--- src/rtl/gate_tt_checker_timer.sv ---
// Settle timer: 4-bit counter that is cleared by load_i and flags the last settle cycle.
module tt_settle_timer #(
    parameter int unsigned SettleCycles = 2
) (
    input  logic clk,
    input  logic rst,
    input  logic load_i,
    input  logic en_i,
    output logic expire_o
);

    localparam logic [3:0] LastCount = 4'(SettleCycles - 1);

    logic [3:0] count_q, count_d;

    always_comb begin
        count_d = count_q;
        if (load_i) begin
            count_d = '0;
        end else if (en_i) begin
            count_d = count_q + 4'd1;
        end
    end

    always_ff @(posedge clk or posedge rst) begin
        if (rst) begin
            count_q <= '0;
        end else begin
            count_q <= count_d;
        end
    end

    assign expire_o = (count_q == LastCount);

endmodule

--- config.mk ---
export PLATFORM = sky130hd
export DESIGN_NAME = tt_settle_timer
export DESIGN_NICKNAME = d
export VERILOG_FILES = /design/src/rtl/gate_tt_checker_timer.sv
export SDC_FILE = /design/constraint.sdc
export NUM_CORES = 1
export LEC_CHECK = 0
export CAP_MARGIN = 20
export CORE_AREA = 2 2 39 41
export DETAILED_ROUTE_END_ITERATION = 6
export DIE_AREA = 0 0 41 43
export SLEW_MARGIN = 0
export SYNTH_ARGS = -nofsm -noshare
export SYNTH_HDL_FRONTEND = slang
export SYNTH_SLANG_ARGS = --single-unit
--- constraint.sdc ---
create_clock -name clk -period 1.73 [get_ports clk]
set_clock_uncertainty 0.05 [all_clocks]
set_input_delay 0.346 -clock clk [delete_from_list [all_inputs] [get_ports clk]]
set_output_delay 0.346 -clock clk [all_outputs]
set_load 0.02 [all_outputs]
==> impl_summary.md <==
Outcome
The flow ran to the end, and the final reports show no timing, DRC or antenna violations.

Place
Buffers placed on the I/O ports in this run total 4. The wire-length estimate of the detail-placed layout is 320 um. The minimum setup slack after placement is 0.0121 ns.

At the end of routability-driven placement, the weighted congestion stood at 0.713. In this run the cell area measured after placement is 300 um^2.

Setup path
The critical path data required time is 1.33 ns. The start point of the critical path is count_q[1]$_DFFE_PP0P_. The kind of capture point of the worst setup path is an output pin. The family with the most delay on the worst path is flip-flops. In this run the worst path has a maximum fanout of 2. STA classifies the critical path startpoint as a flip-flop.

In this run the critical register-to-register path is launched from count_q[0]$_DFFE_PP0P_. The endpoint of the lowest-slack register-to-register path is count_q[2]$_DFFE_PP0P_. The worst-case register-to-register setup slack is 0.54 ns. The number of buffers and inverters on the critical path is 2.

The number of logic stages on the critical path including buffering is 4. The critical path is of the flip-flop to output pin type. Counting cells, the worst reg-to-reg path comes to 4. The worst path arrival time is 1.15 ns. The endpoint of the worst setup timing path is expire_o. The slowest cell on the critical path is sky130_fd_sc_hd__dfrtp_1. The longest individual stage delay on the worst path is 0.37 ns. Walking the worst path, the cells encountered are inv_1 > ha_1 > nor3b_1 > clkbuf_2.

Final layout
The multi-input combinational cells in the finished layout cover a total of 110 um^2. The share of final-layout standard cells stronger than drive strength 1 is 30.0%. The register with the most flip-flops in the final layout is count_q. The register with the most flip-flops in the layout has 4 of them. After filler insertion, the fill cell instance count of the layout stands at 151. After routing the design area is 318 um^2. From synthesis to final layout, the design area changed by 46.0%. The final layout contains 38 nets. The final core utilization is 23.0%. The largest registers in the layout are count_q x4.

The sequential cells in the finished layout cover a total of 100 um^2. The number of antenna diodes is 0.

STA
Setup slack on the critical path of the routed design comes to 0.185 ns. The max-slew violation count is 0. The worst path in the final design needs a cycle of 1.55 ns, including I/O delays and setup. Setup repair after global routing left no endpoint under its margin. The worst hold-check slack is 0.240 ns. Adding up every negative setup slack in the final design gives 0 ns. The number of failing hold endpoints at the final stage is 0.

Setup violations remaining at the end of the flow were counted as 0. The share of the cycle needed by the critical path after routing is 89.3%. At the pin with the least slew margin, the transition time is 0.263 ns. The maximum frequency from static timing analysis is 647 MHz. The headroom to the max-slew limit is 82.4%.

Floorplanning
The die boundary width is 41 um. Measured along the y axis, the die boundary spans 43 um. The area of the die is 1760 um^2. In this run the count of I/O pins placed on the die edge is 5. The starting utilization of the core area is 15.7%. In this run the core area contains 14 standard-cell rows.

The core region is 1380 um^2.

Global route
Global routing used 6.56% of the available tracks across all layers. The pin count of the biggest net entering global routing is 6. The number of antenna violations at the first check in global routing came to 0. Global routing finished with a remaining overflow of 0. The met1 routing resource usage after global routing is 8.82%. For met3 alone, demand over resource in global routing was 3.14%.

The layer with the highest usage is met1. The via count of the first global-routing pass is 170. Global routing consumed, on the met2 layer, 6.25% of the routing resources. The first global-routing pass estimated 696 um of wire.

Routing
The wire length after detailed routing is 417 um. The via count is 166. The length of the first detailed-routing pass in iterations is 1. The mean number of vias per cell is 3.61. In the final routed layout, each cell accounts on average for 9.07 um.

The first routing iteration left 0 violations. After detailed routing, the number of remaining DRC violations is 0. The detail route stage leaves a number of antenna-violating nets equal to 0.

Synthesis
In the post-synthesis netlist, the biggest area contributors are sky130_fd_sc_hd__dfrtp_1, sky130_fd_sc_hd__ha_1, sky130_fd_sc_hd__mux2_4. After synthesis, flip-flops and latches occupy 46.0% of the total area. Synthesis produced 20 cells.

The top cell type by area accounts for 46.0% of the synthesized area. sky130_fd_sc_hd__dfrtp_1 takes more of the synthesized area than any other cell. The Yosys step of the flow raised 0 warnings.

The cell area that synthesis handed to floorplanning was 218 um^2. The total nets after synthesis is 26. A synthesized cell averages 10.9 um^2. The number of synthesized register bits is 4. The number of unique standard cell types used by synthesis is 13.

CTS
Clock latency on the worst-skew pair, taken at its later pin, is 0.23 ns. In this run the number of H-tree levels came out at 1. TritonCTS built the clock tree. The maximum clock path buffer count is 2.

Clock tree synthesis inserted a total of 3 buffers. Clock tree synthesis found a total of 4 sinks. After clock tree synthesis, the clock-pin slew on the worst setup and hold paths is 0.04 ns. CTS placed an instance of sky130_fd_sc_hd__clkbuf_4 at the clock tree root.

Power and ir drop
The power density over the cells is 827 nW/um^2. In this run the static leakage power is 0.153 nW. VDD sags by at most 0.227 mV.

Flow run
Max-cap violations in this run came to 0.

Worst hold path
The worst hold path belongs to the class input port to async pin.
-- worst reg2reg max path, delay by kind of cell, from the launching register on --
kind,cells,cell delay (ns)
AO/OA/AOI/OAI,2,0.32
buffers and inverters,1,0.15
adder cells (fa/ha/maj),1,0.21
flip-flops,1,0.38
-- layout by cell type, fill, tap and decap left out, drive strengths merged --
| cell | Yosys | final |
|---|---|---|
| a21bo | 1 | 1 |
| clkbuf | 0 | 4 |
| xnor2 | 1 | 1 |
| nand4 | 1 | 1 |
| inv | 2 | 2 |
| nand3b | 1 | 1 |
| a21oi | 1 | 1 |
| nor2 | 3 | 3 |
| buf | 0 | 3 |
| nor3b | 1 | 1 |
| ha | 2 | 2 |
| mux2 | 1 | 1 |
| a211oi | 1 | 1 |
| nor2b | 1 | 1 |
| clkdlybuf4s50 | 0 | 3 |
| dfrtp | 4 | 4 |
-- how the worst min path moves through the flow --
stage	startpoint	endpoint	depth (start not counted)	slack (ns)
2_1_floorplan	rst	count_q[0]$_DFFE_PP0P_	1	0.06
3_3_place_gp	rst	count_q[0]$_DFFE_PP0P_	2	0.49
3_5_place_dp	rst	count_q[1]$_DFFE_PP0P_	2	0.49
4_1_cts	rst	count_q[1]$_DFFE_PP0P_	2	0.23
5_1_grt	rst	count_q[1]$_DFFE_PP0P_	2	0.25
6_report	rst	count_q[0]$_DFFE_PP0P_	2	0.24
-- metrics by stage --
step | std cells | power (W)
4_1_cts | 46 | 0.000271
3_5_place_dp | 43 | 0.000150
6_report | 46 | 0.000263
3_3_place_gp | 43 | 0.000149
2_1_floorplan | 20 | 0.000124
5_1_grt | 46 | 0.000282
-- synthesized netlist by cell type --
cell and n:
sky130_fd_sc_hd__nor2_1 3, sky130_fd_sc_hd__a211oi_1 1, sky130_fd_sc_hd__xnor2_1 1, sky130_fd_sc_hd__a21oi_1 1, sky130_fd_sc_hd__a21bo_2 1, sky130_fd_sc_hd__ha_1 2, sky130_fd_sc_hd__nor3b_1 1, sky130_fd_sc_hd__nand4_1 1
sky130_fd_sc_hd__mux2_4 1, sky130_fd_sc_hd__nand3b_1 1, sky130_fd_sc_hd__nor2b_1 1, sky130_fd_sc_hd__inv_1 2, sky130_fd_sc_hd__dfrtp_1 4
-- report_power, final --
part / leakage [nW] / internal [W] / total, W / switching, W
logic: 0.0858 / 0.0000234 / 0.0000439 / 0.0000205
registers: 0.0538 / 0.0000991 / 0.000102 / 0.00000331
clock network: 0.0138 / 0.0000777 / 0.000117 / 0.0000389
-- layout make-up --
class	instances	area share (%)
flip-flops and latches	4	31.5
well taps	16	6.30
repair buffers	7	18.1
multi-input cells	14	34.6
inverters	2	2.36
clock buffers	3	7.09
-- metal layers --
layer	part of all wire (%)	wire length [um]
met4	0	0
met3	6.0	25
met2	40	166
met1	54	225
met5	0	0
-- repair_timing --
item,CTS,global route
gates resized for setup,1,3
hold buffers,0,0
buffers inserted,0,0
setup endpoints to repair,1,1
endpoints found under the hold margin,0,0
-- logic make-up (layout without fill, tap and decap cells) --
family / Yosys count / in the layout / share of synthesized area (%)
DFF: 4 / 4 / 46.0
AOI/OAI and AO/OA: 3 / 3 / 10.3
muxes: 1 / 1 / 6.89
buffers and inverters: 2 / 12 / 3.45
and+or+nand+nor: 7 / 7 / 17.8
xor gates and xnor gates: 1 / 1 / 4.02
adders and majority gates: 2 / 2 / 11.5
Note: power is estimated with default switching activity, not from simulation.
